[src/rtl/mult_hilo_ctrl_if.sv]
// CPU-side bundle of the HI/LO multiply controller: request, MTHI/MTLO writes,
// architectural HI/LO and the busy/done handshake.
interface mult_hilo_ctrl_if;
    logic        start;
    logic        signed_op;
    logic [31:0] a;
    logic [31:0] b;
    logic        hi_we;
    logic        lo_we;
    logic [31:0] wdata;
    logic [31:0] hi;
    logic [31:0] lo;
    logic        busy;
    logic        done;

    modport master (
        output start, signed_op, a, b, hi_we, lo_we, wdata,
        input  hi, lo, busy, done
    );

    modport slave (
        input  start, signed_op, a, b, hi_we, lo_we, wdata,
        output hi, lo, busy, done
    );
endinterface

[src/rtl/mult_hilo_ctrl.sv]
// Sequences MULT/MULTU through an external unsigned pipelined multiplier,
// sign-corrects the product and commits it to HI/LO; also services MTHI/MTLO.
module mult_hilo_ctrl #(
    parameter int MUL_LAT = 2
) (
    input  logic              clk,
    input  logic              reset,
    mult_hilo_ctrl_if.slave   bus,
    output logic [31:0]       mul_a,
    output logic [31:0]       mul_b,
    input  logic [63:0]       mul_z
);
    localparam int CW = (MUL_LAT < 1) ? 1 : $clog2(MUL_LAT + 1);

    typedef enum logic {IDLE, WAIT} state_t;

    state_t        state_reg, state_next;
    logic [CW-1:0] cnt_reg, cnt_next;
    logic          neg_reg, neg_next;
    logic [31:0]   mul_a_reg, mul_a_next;
    logic [31:0]   mul_b_reg, mul_b_next;
    logic [31:0]   hi_reg, hi_next;
    logic [31:0]   lo_reg, lo_next;
    logic          done_reg, done_next;

    logic [31:0]   opnd [2];
    logic [31:0]   mag  [2];
    logic [63:0]   prod_fix;

    assign opnd[0] = bus.a;
    assign opnd[1] = bus.b;

    // 0x80000000 maps onto itself, which is exactly unsigned 2^31.
    genvar gi;
    generate
        for (gi = 0; gi < 2; gi++) begin : g_mag
            assign mag[gi] = (bus.signed_op & opnd[gi][31]) ? (32'd0 - opnd[gi]) : opnd[gi];
        end
    endgenerate

    assign prod_fix = neg_reg ? (~mul_z + 64'd1) : mul_z;

    always_comb begin
        state_next = state_reg;
        cnt_next   = cnt_reg;
        neg_next   = neg_reg;
        mul_a_next = mul_a_reg;
        mul_b_next = mul_b_reg;
        hi_next    = hi_reg;
        lo_next    = lo_reg;
        done_next  = 1'b0;
        case (state_reg)
            IDLE: begin
                if (bus.start) begin
                    mul_a_next = mag[0];
                    mul_b_next = mag[1];
                    neg_next   = bus.signed_op & (bus.a[31] ^ bus.b[31]);
                    cnt_next   = CW'(MUL_LAT);
                    state_next = WAIT;
                end else begin
                    if (bus.hi_we) hi_next = bus.wdata;
                    if (bus.lo_we) lo_next = bus.wdata;
                end
            end
            WAIT: begin
                if (cnt_reg != '0) begin
                    cnt_next = cnt_reg - CW'(1);
                end else begin
                    {hi_next, lo_next} = prod_fix;
                    done_next          = 1'b1;
                    state_next         = IDLE;
                end
            end
            default: state_next = IDLE;
        endcase
    end

    always_ff @(posedge clk) begin
        if (reset) begin
            state_reg <= IDLE;
            cnt_reg   <= '0;
            neg_reg   <= 1'b0;
            mul_a_reg <= '0;
            mul_b_reg <= '0;
            hi_reg    <= '0;
            lo_reg    <= '0;
            done_reg  <= 1'b0;
        end else begin
            state_reg <= state_next;
            cnt_reg   <= cnt_next;
            neg_reg   <= neg_next;
            mul_a_reg <= mul_a_next;
            mul_b_reg <= mul_b_next;
            hi_reg    <= hi_next;
            lo_reg    <= lo_next;
            done_reg  <= done_next;
        end
    end

    assign mul_a    = mul_a_reg;
    assign mul_b    = mul_b_reg;
    assign bus.hi   = hi_reg;
    assign bus.lo   = lo_reg;
    assign bus.busy = (state_reg == WAIT);
    assign bus.done = done_reg;
endmodule

[src/flat_wrapper.sv]
// flat-port wrapper written by rule: the top's interface ports become plain ports
module mult_hilo_ctrl_flat 
#(
    parameter int MUL_LAT = 2
)
  (clk, reset, mul_a, mul_b, mul_z, bus_start, bus_signed_op, bus_a, bus_b, bus_hi_we, bus_lo_we, bus_wdata, bus_hi, bus_lo, bus_busy, bus_done);
  mult_hilo_ctrl_if bus_i ();
  input  logic clk;
  input  logic reset;
  output logic [31:0] mul_a;
  output logic [31:0] mul_b;
  input  logic [63:0] mul_z;
  input wire logic [$bits(bus_i.start)-1:0] bus_start;
  input wire logic [$bits(bus_i.signed_op)-1:0] bus_signed_op;
  input wire logic [$bits(bus_i.a)-1:0] bus_a;
  input wire logic [$bits(bus_i.b)-1:0] bus_b;
  input wire logic [$bits(bus_i.hi_we)-1:0] bus_hi_we;
  input wire logic [$bits(bus_i.lo_we)-1:0] bus_lo_we;
  input wire logic [$bits(bus_i.wdata)-1:0] bus_wdata;
  output wire logic [$bits(bus_i.hi)-1:0] bus_hi;
  output wire logic [$bits(bus_i.lo)-1:0] bus_lo;
  output wire logic [$bits(bus_i.busy)-1:0] bus_busy;
  output wire logic [$bits(bus_i.done)-1:0] bus_done;
  assign bus_i.start = bus_start;
  assign bus_i.signed_op = bus_signed_op;
  assign bus_i.a = bus_a;
  assign bus_i.b = bus_b;
  assign bus_i.hi_we = bus_hi_we;
  assign bus_i.lo_we = bus_lo_we;
  assign bus_i.wdata = bus_wdata;
  assign bus_hi = bus_i.hi;
  assign bus_lo = bus_i.lo;
  assign bus_busy = bus_i.busy;
  assign bus_done = bus_i.done;
  mult_hilo_ctrl #(.MUL_LAT(MUL_LAT)) u_core (.clk(clk), .reset(reset), .bus(bus_i), .mul_a(mul_a), .mul_b(mul_b), .mul_z(mul_z));
endmodule
[config.mk]
export PLATFORM = sky130hd
export DESIGN_NAME = mult_hilo_ctrl_flat
export DESIGN_NICKNAME = d
export VERILOG_FILES = /design/src/rtl/mult_hilo_ctrl_if.sv /design/src/rtl/mult_hilo_ctrl.sv /design/src/flat_wrapper.sv
export SDC_FILE = /design/constraint.sdc
export NUM_CORES = 1
export LEC_CHECK = 0
export BUFFER_PORTS_ARGS = -buffer_cell sky130_fd_sc_hd__buf_2
export CAP_MARGIN = 40
export CORE_ASPECT_RATIO = 2
export CORE_MARGIN = 1
export CORE_UTILIZATION = 54
export CTS_BUF_LIST = sky130_fd_sc_hd__clkbuf_4 sky130_fd_sc_hd__clkbuf_8
export CTS_CLUSTER_SIZE = 14
export DETAILED_ROUTE_END_ITERATION = 16
export PLACE_DENSITY_LB_ADDON = 0.2
export RECOVER_POWER = 100
export SLEW_MARGIN = 20
export SYNTH_ARGS = -nofsm -noshare
export SYNTH_HDL_FRONTEND = slang
export SYNTH_SLANG_ARGS = --single-unit
export TNS_END_PERCENT = 1
[constraint.sdc]
create_clock -name clk -period 7.7 [get_ports clk]
set_input_delay 2.31 -clock clk [delete_from_list [all_inputs] [get_ports clk]]
set_output_delay 2.31 -clock clk [all_outputs]
set_load 0.03 [all_outputs]
==> results.cfg <==
[run_status]
status = finished, violations left
violations = max-capacitance violations, max-slew violations

[floorplanning]
start_util_pct = 55.5
io-pin-count = 296
die_area_um2 = 15300
rows = 62
die_h_um = 174
fp.coreArea_um2 = 14400
die_w_um = 88.1

[yosys]
synth_flop_cell = dfxtp_1
synth_top_area_share_pct = 33.3
yosysMostFrequentCell = nor2_1
syn-cell-area_um2 = 8010
yosys-top-cells-area = dfxtp_1 (33%), nor2_1 (7.0%), xor2_1 (5.4%)
syn_nets = 1216
syn_inst = 1046
synthArstFlopShare_pct = 0
synth_cell_types = 56
ys_warn_count = 0
yosysSeqAreaShare_pct = 33.3
yosys_register_bits = 133
yosys-top-cells-count = nor2_1 (150), dfxtp_1 (133), nand2_1 (85)
synth_area_leader_cell = dfxtp_1
synth_edf_count = 0
avgSynthCellArea_um2 = 7.65

[worst_hold_path]
hold_class = register to register

[sta]
holdWs_ns = 0.456
finalCritPeriodShare_pct = 75.3
fmax_mhz = 172
slew_headroom_pct = -75.1
tightest_slew_ns = 2.63
setup_viol = 0
finalHoldViolations = 0
slew_viol_final = 55
clock_skew_ns = 0.0161
fin_setup_tns_ns = 0
min_period_ns = 5.80
rsz0062_at_grt = false

[cells_and_area]
nNetsFinal = 1470
syn_to_final_growth_pct = 22.6
stdcell_count = 1507
final_core_util_pct = 68.0
final_layout_size_suffix_gt1_share_pct = 16.7

[power]
switchingPower_uw = 692
p_clk_share_pct = 32.2
switching_share_pct = 35.7
leakage_nw = 3.59
peakVddDrop_mv = 0.150
seqPwrFrac_pct = 40.6
power_mw = 1.94
power_density_nw_per_um2 = 198
combPwrFrac_pct = 27.2
p_int_mw = 1.25

[place]
port_buffers = 295
place_hpwl_mm = 21.2
gp_congestion = 0.976
placed_cells = 1470

[global_route]
grt_overflow = 0
grt_pass1_vias = 8834
grt_max_degree = 95
grt_pass1_wl_mm = 43.7
track_usage_pct = 37.1
antenna_found_initial = 4

[route]
first_pass_iters = 5
wl_mm = 28.2
via_count = 9253
routedWlPerCell_um = 18.7
drt_iter0_drc = 624
drc = 0
via_per_inst = 6.14
ant_nets = 0

[run]
drv_cap = 1

[setup_path]
cp.arrival_ns = 6.15
critPathRequiredTime_ns = 8.05
crit_type = input pin to register
critPathMaxFanout = 8
critPathLaunchType = input pin
critPathCaptureType = register

[clock_tree]
ctsResizeCount = 0
clk_latency_ns = 0.45
cts_tree = done
ctsHoldBuffers = 0
cts_buffers = 17
htreeDepth = 4
cts.sinks = 133
postCtsSetupBuffers = 0
clockRootBuffer = clkbuf_8
path_clk_slew_ns = 0.08
clock_path_buffers = 2
-- per-layer routing --
metal / part of all wire (%) / wire [µm] / global-route usage, % / up-vias
li1: - / - / - / 4383
met1: 33 / 9260 / 37.1 / 4235
met2: 52 / 14600 / 64.3 / 501
met3: 8.8 / 2490 / 10.7 / 132
met4: 6.5 / 1830 / 24.7 / 2
met5: 0.046 / 13 / 0 / -
-- cell usage in the layout, fill, tap and decap left out, drive strengths merged, types with 4 or more instances in the layout --
cell type / n
clkbuf: 152
nand2b: 15
xnor2: 39
o31ai: 13
and2: 4
or3: 24
clkinvlp: 4
nand4b: 4
nand3: 15
dfxtp: 133
or4: 23
buf: 175
xor2: 49
nand4: 6
and3: 12
nor2: 150
nor4: 33
nand2: 85
a21oi: 53
a221oi: 22
or2: 5
a31oi: 9
o311a: 4
o21ai: 68
a2111oi: 5
nor3b: 4
nor2b: 5
mux2i: 6
ha: 4
a211oi: 44
o211ai: 12
a311oi: 11
nor3: 56
o41ai: 15
inv: 14
-- worst paths after layout --
kind | start | to | slack (ns) | depth (start not counted)
setup / recovery | mul_z[4] | u_core.bus.hi[28] | 1.90 | 7
hold / removal | u_core.mul_b[17] | u_core.mul_b[17] | 0.46 | 2
setup reg to reg | u_core.bus.busy | u_core.mul_b[29] | 4.33 | 7
hold reg to reg | u_core.mul_b[17] | u_core.mul_b[17] | 0.46 | 2
-- power by group through the flow --
| stage | combinational (mW) | clock, mW | sequential [mW] |
|---|---|---|---|
| global route | 0.568 | 0.661 | 0.795 |
| floorplan | 0.219 | 0 | 0.918 |
| detailed placement | 0.538 | 0 | 0.800 |
| finish | 0.529 | 0.624 | 0.788 |
| CTS | 0.540 | 0.634 | 0.785 |
| global placement | 0.531 | 0 | 0.799 |
-- per-stage QoR --
| step | setup slack, ns | area (µm²) |
|---|---|---|
| after floorplan | 3.05 | 8010 |
| after global placement | 2.60 | 9540 |
| after detailed placement | 2.50 | 9550 |
| after CTS | 2.98 | 9970 |
| after global routing | 1.81 | 9810 |
| final | 1.90 | 9810 |
-- worst max-delay path, stage by stage --
cell and delay (ns):
clkbuf_1 0.12, nor4_1 0.91, nand3_1 0.35, nor4_1 1.10
nand3_1 0.57, or4_1 0.61, and3_1 0.19
-- final cells by class --
cell class,instances,area [µm²]
Multi-Input combinational cell,828,5010
Antenna cell,3,7.51
Clock buffer,19,262
Clock inverter,12,153
Sequential cell,133,2660
Timing Repair Buffer,308,1430
Inverter,12,45.0
Tap cell,192,240
Fill cell,1393,4620
-- logic make-up after synthesis --
logic type	count (synthesis)	synth area share [%]
multiplexers	6	0.750
adder cells (fa/ha/maj)	4	0.625
XOR/XNOR	88	9.63
flip-flops	133	33.3
buffers and inverters	85	3.99
AO/OA/AOI/OAI	284	24.0
AND/OR/NAND/NOR	446	27.7
(Power assumes the default switching activity.)
